**src/rtl/score_counter.sv**
```systemverilog
// score_counter: saturating two-digit BCD score with edge-detected up/down events and a multiplexed 7-segment display.
module score_counter #(
  parameter int MAX_SCORE   = 99,
  parameter int REFRESH_DIV = 5,
  parameter int BLANK_LZ    = 1
) (
  input  logic       clk_1khz,
  input  logic       rst_i,
  input  logic       count_up_i,
  input  logic       count_down_i,
  output logic [3:0] tens_o,
  output logic [3:0] ones_o,
  output logic       max_o,
  output logic       changed_o,
  output logic [6:0] seg_o,
  output logic [1:0] digit_sel_o
);
  localparam int CW = REFRESH_DIV > 1 ? $clog2(REFRESH_DIV) : 1;
  localparam logic [CW-1:0] LAST = CW'(REFRESH_DIV - 1);
  localparam logic [3:0] MAX_T = 4'(MAX_SCORE / 10);
  localparam logic [3:0] MAX_O = 4'(MAX_SCORE % 10);
  logic up_q, dn_q, changed_q, changed_d;
  logic [3:0] tens_q, tens_d, ones_q, ones_d, dig;
  logic [CW-1:0] cnt_q, cnt_d;
  logic [1:0] sel_q, sel_d;
  logic [6:0] seg;
  logic up_ev, dn_ev, at_max, at_zero, inc, dec, wrap;
  always_comb begin
    up_ev     = count_up_i & ~up_q;
    dn_ev     = count_down_i & ~dn_q;
    at_max    = tens_q == MAX_T && ones_q == MAX_O;
    at_zero   = tens_q == 4'd0 && ones_q == 4'd0;
    inc       = up_ev & ~dn_ev & ~at_max;
    dec       = dn_ev & ~up_ev & ~at_zero;
    ones_d    = inc ? (ones_q == 4'd9 ? 4'd0 : ones_q + 4'd1)
              : dec ? (ones_q == 4'd0 ? 4'd9 : ones_q - 4'd1) : ones_q;
    tens_d    = inc && ones_q == 4'd9 ? tens_q + 4'd1
              : dec && ones_q == 4'd0 ? tens_q - 4'd1 : tens_q;
    changed_d = inc | dec;
    wrap      = cnt_q == LAST;
    cnt_d     = wrap ? '0 : cnt_q + CW'(1);
    sel_d     = wrap ? {sel_q[0], sel_q[1]} : sel_q;
    dig       = sel_q[1] ? tens_q : ones_q;
  end
  always_comb begin
    seg = 7'b0000000;
    case (dig)
      4'd0: seg = 7'b0111111;
      4'd1: seg = 7'b0000110;
      4'd2: seg = 7'b1011011;
      4'd3: seg = 7'b1001111;
      4'd4: seg = 7'b1100110;
      4'd5: seg = 7'b1101101;
      4'd6: seg = 7'b1111101;
      4'd7: seg = 7'b0000111;
      4'd8: seg = 7'b1111111;
      4'd9: seg = 7'b1101111;
      default: seg = 7'b0000000;
    endcase
  end
  always_ff @(posedge clk_1khz) begin
    if (rst_i) begin
      up_q      <= 1'b0;
      dn_q      <= 1'b0;
      tens_q    <= 4'd0;
      ones_q    <= 4'd0;
      changed_q <= 1'b0;
      cnt_q     <= '0;
      sel_q     <= 2'b01;
    end else begin
      up_q      <= count_up_i;
      dn_q      <= count_down_i;
      tens_q    <= tens_d;
      ones_q    <= ones_d;
      changed_q <= changed_d;
      cnt_q     <= cnt_d;
      sel_q     <= sel_d;
    end
  end
  assign tens_o      = tens_q;
  assign ones_o      = ones_q;
  assign max_o       = at_max;
  assign changed_o   = changed_q;
  assign digit_sel_o = sel_q;
  assign seg_o       = (sel_q[1] && tens_q == 4'd0 && BLANK_LZ != 0) ? 7'b0000000 : seg;
endmodule

```
**config.mk**
```make
export PLATFORM = sky130hd
export DESIGN_NAME = score_counter
export DESIGN_NICKNAME = d
export VERILOG_FILES = /design/src/rtl/score_counter.sv
export SDC_FILE = /design/constraint.sdc
export NUM_CORES = 1
export LEC_CHECK = 0
export CORE_UTILIZATION = 41
export DETAILED_ROUTE_END_ITERATION = 8
export PLACE_DENSITY_LB_ADDON = 0.25
export SETUP_SLACK_MARGIN = 0.5
export SLEW_MARGIN = 0
export SYNTH_ARGS = -nofsm -noshare
export SYNTH_HDL_FRONTEND = slang
export SYNTH_SLANG_ARGS = --single-unit
```
**constraint.sdc**
```tcl
create_clock -name clk_1khz -period 7.4 [get_ports clk_1khz]
set_clock_uncertainty 0.15 [all_clocks]
set_input_delay 2.22 -clock clk_1khz [delete_from_list [all_inputs] [get_ports clk_1khz]]
set_output_delay 2.22 -clock clk_1khz [all_outputs]
set_load 0.005 [all_outputs]
```
# After elaboration in Yosys (flattened, before gate mapping)

Memory sizes are Yosys's and may differ from the RTL's.
Index checks and enable logic that the tools add are counted.

Reductions and logical operators: 10
Mux-type cells: 8
Equality and inequality tests: 3
Bitwise operators: 13
Add/subtract/negate cells: 5

Operator list:

| cell                                                               | number |
|---|---|
| 4-bit 2-to-1 mux                                                   | 7 |
| 4-bit by 1-bit adder with 4-bit output, second input constant      | 2 |
| 4-bit == test, second input constant                               | 2 |
| 4-bit logical NOT                                                  | 2 |
| 4-bit by 1-bit subtractor with 4-bit output, second input constant | 2 |
| 7-bit 2-to-1 mux                                                   | 1 |
| 1-bit bitwise AND                                                  | 6 |
| 1-bit NOT                                                          | 6 |
| 1-bit logical AND                                                  | 5 |
| 2-bit nonzero test                                                 | 2 |
| 3-bit by 1-bit adder with 3-bit output, second input constant      | 1 |
| 3-bit == test, second input constant                               | 1 |
| 2-bit OR reduction                                                 | 1 |
| 1-bit OR                                                           | 1 |

Output and inout bits: 19
Bits in read-only memories: 112
Logic and storage cells: 47
Memories kept: 1
Input port bits: 4
Register bits after elaboration: 16

Memory list:

| name            | words | bits a word | read ports | clocked after Yosys merged registers in | write ports | line | RTL |
|---|---|---|---|---|---|---|---|
| (no name shown) | 16    | 7           | 1          | 0                                       | 0           | 47   | `case (dig)` |

# Logic depth before layout (Yosys ltp)

Word-level depth: 8
Mapped depth: 8
Mapped depth without buffers: 8

# Worst setup path after synthesis

Ideal clock, no wire load.

Path type: input-to-reg
From: in count_down_i
To: reg tens_q[3], in the netlist tens_o[3]
Setup time: 0.128 ns
Stages: 8
Arrival: 3.713 ns
Slack: 3.409 ns
Required time: 7.122 ns
Path buffers: 0
Path through: nor2b_1 nor4_4 inv_2 ha_1 a21oi_1 a21boi_0 mux2i_1 nand4_1

Longest elaborated chain between the ends: 6
Elaborated cells on any way between the ends: 10
Those cells by class: mux (1); bitwise (6); reduce/logical (3)

RTL lines:

| what                                                          | line | RTL |
|---|---|---|
| start, declared                                               | 10   | `input logic count_down_i,` |
| 1-bit bitwise AND (*)                                         | 30   | `dn_ev = count_down_i & ~dn_q;` |
| 1-bit NOT                                                     | 33   | `inc = up_ev & ~dn_ev & ~at_max;` |
| 1-bit bitwise AND (2 in series)                               | 33   |  |
| 1-bit logical AND                                             | 37   | `tens_d = inc && ones_q == 4'd9 ? tens_q + 4'd1` |
| 4-bit 2-to-1 mux / 2-bit nonzero test (equally long branches) | -    |  |
| end signal, assigned                                          | 73   | `tens_q <= tens_d;` |
| end, declared                                                 | 23   | `logic [3:0] tens_q, tens_d, ones_q, ones_d, dig;` |

Mark *: on every way between the ends. The rest lies on a longest branch, timed or not.
A chain may end at the register's enable or synchronous reset.

# Final worst setup path

From: reg sel_q[1], in the netlist digit_sel_o[1]
To: out seg_o[4]

Longest elaborated chain between the ends: 3
Elaborated cells on any way between the ends: 4
Those cells by class: mux (2); reduce/logical (1); memory (1)

RTL lines:

| what                   | line | RTL |
|---|---|---|
| start, declared        | 25   | `logic [1:0] sel_q, sel_d;` |
| start signal, assigned | 77   | `sel_q <= sel_d;` |
| 4-bit 2-to-1 mux       | 43   | `dig = sel_q[1] ? tens_q : ones_q;` |
| memory read 16 x 7 bit | -    |  |
| 7-bit 2-to-1 mux (*)   | 85   | `assign seg_o = (sel_q[1] && tens_q == 4'd0 && BLANK_LZ != 0) ? 7'b0000000 : seg;` |
| end, declared          | 15   | `output logic [6:0] seg_o,` |

Marked as above.

==> impl_metrics.ini <==
[yosys]
top_post_synthesis_cells_by_area = sky130_fd_sc_hd__dfxtp_1, sky130_fd_sc_hd__ha_1, sky130_fd_sc_hd__mux2i_1, sky130_fd_sc_hd__a21oi_1, sky130_fd_sc_hd__nor3_1
synth.yosys.seq_area_share = 0.254
edff_count_synth = 0
post_synth_xor_area_fraction = 0.00694
asyncSetResetFlopFracSynth = 0
ys_ff_latch = 16
synth.cell_area_sq_um = 1260
combinational_family_with_the_most_area_after_synthesis = simple AND/OR/NAND/NOR gates
yosys.area_share.adder = 0.0952
fraction_of_synthesized_area_in_multiplexers = 0.0823
post_synth_and_or_nand_nor_area_fraction = 0.307
synth_area_leader_cell = sky130_fd_sc_hd__dfxtp_1
synth_ff_type = sky130_fd_sc_hd__dfxtp_1
synth_compound_area_frac = 0.204
post_synth_top_area_share = 0.254
avgSynthCellArea_sq_um = 8.64
netlist_instances = 146
distinct_cell_type_count_after_synthesis = 49
synth-warning-count = 0
number_of_nets_produced_by_synthesis = 159

[route]
route.detailed.vias_per_inst = 5.98
detail_routed_net_length_per_standard_cell_microns = 14.3
detailroute.via_count = 1173
drt_drc_violations_left = 1
routed_wl_mm = 2.80
route.antenna.remaining_nets = 0
drt_iter0_drc = 54
drt_pre_antenna_iters = 6

[clocking]
cts-buffers-inserted = 3
tritoncts = built
h-tree-depth = 1
cts_root_buffer = sky130_fd_sc_hd__clkbuf_4
path_clk_slew_ns = 0.10
hold_fix_buffers_at_cts = 0
cts.path.max_buffers = 2
cts.sinks = 16
cts_resized = 0
cts_setup_buffers = 0
insertion_delay_ns = 0.29

[floorplan]
boundary_pins = 23
die-area_sq_um = 3300
start_util = 0.446
die_extent_in_y_microns = 57.5
rows = 19
die_w_microns = 57.5
core_sq_um = 2830

[sta]
setup_violations = 0
worstMarginPinSlew_ns = 0.629
slew_viols_final = 0
finalCriticalPeriod_ns = 4.94
fin_setup_tns_ns = 0
finalHoldViolations = 0
slew_headroom = 0.580
unrepaired_setup_endpoints_after_global_routing = false
layout_worst_path_cycle_share = 0.668
max_freq_mhz = 202

[critical_path]
crit_path_start_kind = register
timing.setup.critical_path_class = register to output port
setup.worst_path.end_class = output port
critical-path-slowest-cell = sky130_fd_sc_hd__dfxtp_1
worst-endpoint-arrival_ns = 2.57
timing.critical_path.slowest_cell_delay_ns = 0.61
critical_path_peak_fanout = 10
worstPathRequired_ns = 5.03
worstPathCellList = mux2i_1, ha_1, nand2_1, mux2_2, a21oi_1, clkdlybuf4s50_1

[outcome]
violations = design-rule violations
run_status = finished, violations left

[power_and_ir_drop]
power_density_nw_per_um2 = 168
irDropWorstVdd_uv = 98.1
final_total_power_mw = 0.255
total_leakage_power_nw = 0.535

[placement]
detailedPlacementHpwl_mm = 2.02
portBuffers = 22
gp_routability_congestion = 0.877

[global_route]
global_route.overflow_total = 0
first_global_vias = 1097
grt_max_degree = 18
initial_antenna_violation_count = 0
grt_util_met2 = 0.304
grt_pass1_wl_mm = 4.78
grt_use_met1 = 0.237
global_route.usage.met3 = 0.0159
globalRoute.busiestLayer = met2
all_layer_global_routing_usage = 0.181

[layout]
number_of_diodes_added_for_antenna_fixing = 0
nNetsFinal = 179
fraction_of_final_layout_cells_with_drive_strength_greater_than_1 = 0.103
flow.area_growth_from_synthesis_pct = 20.1

[flow_run]
max_cap_viol_count = 0

[min_path]
worst_hold_path_type = register to register
[worst paths after layout]
path	startpoint	endpoint	slack [ns]	depth (start not counted)
hold / removal	cnt_q[0]$_SDFF_PP0_	cnt_q[0]$_SDFF_PP0_	0.32	1
setup / recovery	digit_sel_o[1]$_SDFFE_PP0P_	seg_o[4]	2.46	6
hold reg to reg	cnt_q[0]$_SDFF_PP0_	cnt_q[0]$_SDFF_PP0_	0.32	1
setup reg to reg	ones_o[0]$_SDFFE_PP0P_	tens_o[3]$_SDFFE_PP0P_	4.65	8
[registers in the layout (all words and copies together) (netlist names)]
name / cells
digit_sel_o: 2
dn_q: 1
ones_o: 4
tens_o: 4
changed_o: 1
up_q: 1
cnt_q: 3
[power by group]
part | internal [mW] | total, mW | switching [mW]
Clock | 0.0300 | 0.0596 | 0.0296
Combinational | 0.0484 | 0.0890 | 0.0406
Sequential | 0.0923 | 0.106 | 0.0141
[kinds of logic (layout without fill, tap and decap cells)]
family	Yosys count	count (layout)
muxes	10	10
AOI/OAI and AO/OA	37	37
adders and majority gates	9	9
buffers and inverters	13	32
and+or+nand+nor	60	60
DFF	16	16
xor gates and xnor gates	1	1
[layer usage]
layer  vias up  part of all wire
met5         -                 0
met4         0            0.0075
met3         3             0.040
met2        35              0.48
met1       550              0.47
li1        585                 -
[through the flow]
| step | instance area, sq um | cells | util | hold slack (ns) | setup slack (ns) |
|---|---|---|---|---|---|
| after CTS | 1520 | 196 | 0.536 | 0.314 | 2.47 |
| final | 1520 | 196 | 0.536 | 0.319 | 2.46 |
| after global placement | 1480 | 192 | 0.523 | 0.293 | 2.87 |
| after detailed placement | 1480 | 192 | 0.523 | 0.301 | 2.66 |
| after floorplan | 1260 | 146 | - | 0.272 | 3.41 |
| after global routing | 1520 | 196 | 0.536 | 0.338 | 2.25 |
[cell usage in the layout, fill, tap and decap left out, types with 3 or more instances in the layout]
| master | instances |
|---|---|
| sky130_fd_sc_hd__dfxtp_1 | 16 |
| sky130_fd_sc_hd__inv_1 | 3 |
| sky130_fd_sc_hd__nor2b_1 | 6 |
| sky130_fd_sc_hd__mux2i_1 | 7 |
| sky130_fd_sc_hd__ha_1 | 8 |
| sky130_fd_sc_hd__mux2_2 | 3 |
| sky130_fd_sc_hd__nand3_1 | 5 |
| sky130_fd_sc_hd__a21oi_1 | 11 |
| sky130_fd_sc_hd__nor4_2 | 3 |
| sky130_fd_sc_hd__a211oi_1 | 4 |
| sky130_fd_sc_hd__clkbuf_4 | 3 |
| sky130_fd_sc_hd__nand4_1 | 3 |
| sky130_fd_sc_hd__nand2_1 | 9 |
| sky130_fd_sc_hd__nor3_1 | 11 |
| sky130_fd_sc_hd__a21boi_0 | 3 |
| sky130_fd_sc_hd__clkdlybuf4s50_1 | 22 |
| sky130_fd_sc_hd__nand2b_1 | 3 |
| sky130_fd_sc_hd__nor2_1 | 8 |
| sky130_fd_sc_hd__inv_2 | 3 |
[worst max-delay path, delay by kind of cell, from the launching register on]
kind,cells,cell delay (ns)
compound gates,1,0.13
buf+inv,1,0.52
simple gates,1,0.08
flops,1,0.61
mux,2,0.70
fa+ha+maj,1,0.24
[synth_stat cells, drive strengths merged (2+ instances only)]
cell and count:
a21oi 11, ha 8, mux2i 7, dfxtp 16
nand4bb 2, nor3 11, o21ai 4, nand4 3
nand3 5, nand2 9, clkbuf 2, or4 2
a211oi 5, mux2 3, nor2 8, nand2b 3
a31oi 2, a21boi 4, buf 5, nor2b 6
nor4 6, inv 6
[final cells by class]
class,count,area (sq um)
Tap cell,31,38.8
Multi-Input combinational cell,117,877
Sequential cell,16,320
Timing Repair Buffer,22,220
Clock buffer,4,36.3
Fill cell,280,1310
Inverter,6,22.5
No activity file was read; power rests on OpenSTA's default activity.
==> variant 1, RTL diff (same flow settings) <==
Add an input register stage for `count_up_i` and `count_down_i`, cleared by the reset; this delays them by one clock.
--- a/src/rtl/score_counter.sv
+++ b/src/rtl/score_counter.sv
@@ -19,6 +19,20 @@
   localparam logic [CW-1:0] LAST = CW'(REFRESH_DIV - 1);
   localparam logic [3:0] MAX_T = 4'(MAX_SCORE / 10);
   localparam logic [3:0] MAX_O = 4'(MAX_SCORE % 10);
+
+  logic count_up_q;
+  logic count_down_q;
+
+  always_ff @(posedge clk_1khz) begin
+    if (rst_i) begin
+      count_up_q   <= '0;
+      count_down_q <= '0;
+    end else begin
+      count_up_q   <= count_up_i;
+      count_down_q <= count_down_i;
+    end
+  end
+
   logic up_q, dn_q, changed_q, changed_d;
   logic [3:0] tens_q, tens_d, ones_q, ones_d, dig;
   logic [CW-1:0] cnt_q, cnt_d;
@@ -26,8 +40,8 @@
   logic [6:0] seg;
   logic up_ev, dn_ev, at_max, at_zero, inc, dec, wrap;
   always_comb begin
-    up_ev     = count_up_i & ~up_q;
-    dn_ev     = count_down_i & ~dn_q;
+    up_ev     = count_up_q & ~up_q;
+    dn_ev     = count_down_q & ~dn_q;
     at_max    = tens_q == MAX_T && ones_q == MAX_O;
     at_zero   = tens_q == 4'd0 && ones_q == 4'd0;
     inc       = up_ev & ~dn_ev & ~at_max;
@@ -68,8 +82,8 @@
       cnt_q     <= '0;
       sel_q     <= 2'b01;
     end else begin
-      up_q      <= count_up_i;
-      dn_q      <= count_down_i;
+      up_q      <= count_up_q;
+      dn_q      <= count_down_q;
       tens_q    <= tens_d;
       ones_q    <= ones_d;
       changed_q <= changed_d;
Formal check against the unedited RTL: not equivalent (Yosys sat finds a counterexample within 4 cycles, from zero or initial values and one cycle with rst_i high).
==> variant 1 against the unedited design <==
Global-route usage is 1.8 points higher. Sequential cell count rose by 2. Design area grew 3.2%. Final cell count rose by 11%. Area after synthesis rose by 3.6%. Wire length grew 9.9%. Core utilization decreased by 1.9 points. Setup slack better by 0.027 ns. Largest cell class unchanged.
Power is not compared: it rests on default switching activity, and its combinational part moved more than twofold at a synthesized area within 25%.
==> variant 1: results <==
metrics = {
    "route": {
        "drt-pass1-iter-count": 4,
        "initialDrtViolationCount": 32,
        "vias": 1257,
        "drt_wl_total_um": 3080,
    },
    "clock_tree": {
        "worst_setup_hold_path_clk_slew_ns": 0.10,
        "clk_root_buffer_cell": "clkbuf_4",
        "cts_max_path_buffers": 2,
        "clock_tree.htree_level_count": 1,
        "worst_skew_pair.late_latency_ns": 0.29,
        "cts_buffers": 3,
        "cts_resized": 0,
        "post_cts.repair.setup_buffers": 0,
    },
    "finish": {
        "fill_cells": 312,
        "drive_above_1_share": 0.0517,
        "antennaDiodeCount": 0,
        "final_nets": 189,
        "number_of_standard_cells_in_the_final_layout_excluding_fillers": 218,
        "area_of_combinational_cells_with_multiple_inputs_um2": 880,
    },
    "hold_path": {
        "holdCritPathClass": "reg2reg",
    },
    "yosys": {
        "yosys_warnings": 0,
        "synth_area_leaders": "dfxtp_1, ha_1, mux2i_1, a21oi_1, nor2b_1",
        "synthArstFlopShare": 0,
        "commonest_cells_in_the_synthesized_netlist": "dfxtp_1, a21oi_1, nand3_1",
        "postSynthAreaPerCell_um2": 8.22,
        "synthesis.nets": 172,
        "yosys.cell_types.count": 42,
        "yosysSeqAreaShare": 0.276,
    },
    "setup_path": {
        "critical_path_peak_fanout": 17,
        "critical-path-top-delay-family": "flip-flops",
        "slowest_stage": "dfxtp_1",
        "worst_ep_arrival_time_ns": 2.55,
        "worst_path_largest_cell_delay_ns": 0.68,
    },
    "global_route": {
        "grt_pass1_vias": 1130,
        "pin_count_of_the_biggest_net_entering_global_routing": 22,
        "wire_length_of_the_first_global_routing_pass_um": 5330,
        "total_global_route_track_usage": 0.199,
        "grt_antenna_before_repair": 0,
    },
    "place": {
        "placed_area_um2": 1540,
        "globalplace.congestion": 0.833,
        "place.detailed.hpwl_um": 2180,
        "place.port_buffers": 22,
    },
    "sta": {
        "worst-slew-pin-transition_ns": 0.870,
    },
    "power_and_ir_drop": {
        "power.ir.vdd_worst_mv": 0.106,
        "switching_share": 0.281,
        "cellLeakagePower_nw": 0.583,
    },
    "run_status": {
        "status": "finished clean",
    },
}
-- variant 1: worst paths after layout --
path	startpoint	to	slack [ns]	cells past startpoint
setup / recovery	ones_o[1]	seg_o[4]	2.48	7
setup reg to reg	count_up_q	tens_o[3]	4.50	8
hold / removal	cnt_q[0]	cnt_q[0]	0.33	1
hold reg to reg	cnt_q[0]	cnt_q[0]	0.33	1
-- variant 1: kinds of logic after synthesis --
group	synth area share
and+or+nand+nor	0.285
AOI/OAI and AO/OA	0.204
DFF	0.276
buffers and inverters	0.0508
muxes	0.0785
adders and majority gates	0.0920
xor gates and xnor gates	0.0134
-- variant 1: worst register-to-register path: cells and delay by family, from the launching register on --
family | cells | cell delay (ns)
flip-flops | 1 | 0.35
AO/OA/AOI/OAI | 1 | 0.20
buffers and inverters | 1 | 0.21
AND/OR/NAND/NOR | 5 | 1.56
adder cells (fa/ha/maj) | 1 | 0.37
-- variant 1: layout make-up --
cell class,instances,share of cell area
tap,44,0.0352
clock buffer,3,0.0144
inverter,7,0.0168
timing repair buffer,22,0.141
multi-input combinational,124,0.562
sequential,18,0.230
-- variant 1: stage by stage --
| stage | setup slack [ns] | hold slack [ns] |
|---|---|---|
| final | 2.48 | 0.332 |
| after global routing | 2.24 | 0.357 |
| after CTS | 2.49 | 0.328 |
| after detailed placement | 2.83 | 0.313 |
| after global placement | 2.95 | 0.287 |
| after floorplan | 3.38 | 0.272 |
-- variant 1: power groups by stage --
stage	Combinational [W]	Sequential [W]	Clock, W
finish	0.0000442	0.000107	0.0000487
detailed placement	0.0000440	0.000109	0
CTS	0.0000441	0.000107	0.0000507
global placement	0.0000426	0.000109	0
global route	0.0000495	0.000108	0.0000563
floorplan	0.0000290	0.000106	0
-- variant 1: routing by layer --
| layer | global-route usage | up-vias | routed length (µm) |
|---|---|---|---|
| li1 | - | 614 | - |
| met1 | 0.274 | 620 | 1450 |
| met2 | 0.328 | 21 | 1520 |
| met3 | 0.0396 | 2 | 99 |
| met4 | 0.0306 | 0 | 13 |
| met5 | 0 | - | 0 |
==> variant 2, RTL diff (config.mk and constraints unchanged) <==
Without the edit above. `MAX_SCORE`: 99 -> 49.
--- a/src/rtl/score_counter.sv
+++ b/src/rtl/score_counter.sv
@@ -1,6 +1,6 @@
 // score_counter: saturating two-digit BCD score with edge-detected up/down events and a multiplexed 7-segment display.
 module score_counter #(
-  parameter int MAX_SCORE   = 99,
+  parameter int MAX_SCORE   = 49,
   parameter int REFRESH_DIV = 5,
   parameter int BLANK_LZ    = 1
 ) (
Check against the original RTL: same outputs for any inputs over 10 cycles, from zero or initial values and one cycle with rst_i high; that may be too few to reach the edited logic, so the function may still have changed.
==> variant 2 against the unedited design <==
Via count shrank 7.2%. Final cell count shrank 3.1%. Critical path depth shrank 2. Setup slack lost 0.0021 ns. Core utilization shrank 1.4 points. Highest routed layer unchanged. Sequential cell count is the same. Wire length shrank 7.9%. Critical path type unchanged. Design area shrank 5.0%. Power shrank 21%. Area after synthesis shrank 5.1%. Sequential share of layout area grew 1.1 points. Hold slack lost 0.0090 ns. Synthesized cell count shrank 2.1%.
==> variant 2: results <==
metrics = {
    "yosys": {
        "yosys.cell_types.count": 44,
        "yosysSeqAreaShare": 0.268,
        "yosys_warnings": 0,
        "synthArstFlopShare": 0,
        "synthesis.nets": 156,
        "synth_area_leaders": "dfxtp_1, ha_1, mux2i_1, a21oi_1, nor2_1",
        "commonest_cells_in_the_synthesized_netlist": "dfxtp_1, a21oi_1, nor2_1",
    },
    "route": {
        "detail_route.wl_per_cell_um": 13.6,
        "mean_number_of_vias_per_cell": 5.73,
        "drt-pass1-iter-count": 4,
        "initialDrtViolationCount": 35,
        "ant_nets": 0,
    },
    "place": {
        "globalplace.congestion": 0.859,
        "place.detailed.hpwl_um": 1890,
        "place.port_buffers": 22,
    },
    "finish": {
        "final_common_cell": "clkdlybuf4s50_1",
        "drive_above_1_share": 0.0818,
        "antennaDiodeCount": 0,
        "final_nets": 174,
    },
    "sta": {
        "max_slew_margin": 0.559,
    },
    "clock_tree": {
        "post_cts.repair.setup_buffers": 0,
        "clock_tree.htree_level_count": 1,
        "worst_setup_hold_path_clk_slew_ns": 0.09,
        "worst_skew_pair.late_latency_ns": 0.29,
    },
    "global_route": {
        "pin_count_of_the_biggest_net_entering_global_routing": 19,
        "wire_length_of_the_first_global_routing_pass_um": 4410,
        "grt_pass1_vias": 991,
        "total_global_route_track_usage": 0.172,
        "grt_antenna_before_repair": 0,
    },
    "run_status": {
        "status": "finished clean",
    },
    "power_and_ir_drop": {
        "power.ir.vdd_worst_mv": 0.140,
        "cellLeakagePower_nw": 0.577,
    },
    "setup_path": {
        "critical_path_peak_fanout": 10,
        "worst_ep_arrival_time_ns": 2.58,
    },
    "hold_path": {
        "holdCritPathClass": "reg2reg",
    },
}
==> variant 2: cells by family (layout without fill, tap and decap cells) <==
family / Yosys count / after routing / synth area share
AOI/OAI and AO/OA: 37 / 37 / 0.215
DFF: 16 / 16 / 0.268
and+or+nand+nor: 56 / 56 / 0.273
adders and majority gates: 9 / 9 / 0.100
buffers and inverters: 13 / 29 / 0.0460
muxes: 9 / 9 / 0.0763
xor gates and xnor gates: 3 / 3 / 0.0219
==> variant 2: worst max-delay path: stages, from the launching register on <==
cell and delay (ns):
dfxtp_1 0.60, mux2i_1 0.57, o21ai_0 0.37, a31oi_1 0.22, clkdlybuf4s50_1 0.52
==> variant 2: path summary, 6_finish.rpt <==
path | from | endpoint | slack [ns] | cells after the start
min reg2reg | cnt_q[0] | cnt_q[0] | 0.31 | 1
max | digit_sel_o[1] | seg_o[2] | 2.45 | 4
min | cnt_q[0] | cnt_q[0] | 0.31 | 1
max reg2reg | ones_o[0] | tens_o[3] | 4.77 | 8
==> variant 2: power by group <==
part           switching, W  internal (W)   total, W  leakage (nW)
Combinational     0.0000268     0.0000309  0.0000577         0.432
Clock             0.0000273     0.0000189  0.0000463        0.0138
Sequential       0.00000714     0.0000902  0.0000973         0.131
Total             0.0000613      0.000140   0.000201         0.577
==> variant 2: layer usage <==
| metal | share of wire | track usage | wire [µm] |
|---|---|---|---|
| met5 | 0 | 0 | 0 |
| met4 | 0.012 | 0.0697 | 32 |
| met3 | 0.047 | 0.0256 | 120 |
| met2 | 0.48 | 0.291 | 1230 |
| met1 | 0.46 | 0.220 | 1190 |
==> variant 2: final cells by class <==
cell class / instances / area, µm²
fillers: 276 / 1320
flip-flops and latches: 16 / 320
multi-input cells: 114 / 822
clock buffers: 3 / 22.5
inverters: 4 / 15.0
repair buffers: 22 / 220
well taps: 31 / 38.8
==> variant 2: stage by stage <==
stage / cell area (µm²) / util / setup slack [ns] / hold slack (ns) / instances
detailed placement: 1420 / 0.514 / 2.55 / 0.296 / 187
floorplan: 1200 / - / 3.37 / 0.272 / 143
CTS: 1440 / 0.522 / 2.44 / 0.314 / 190
global route: 1440 / 0.522 / 2.19 / 0.335 / 190
global placement: 1420 / 0.514 / 2.66 / 0.287 / 187
finish: 1440 / 0.522 / 2.45 / 0.310 / 190
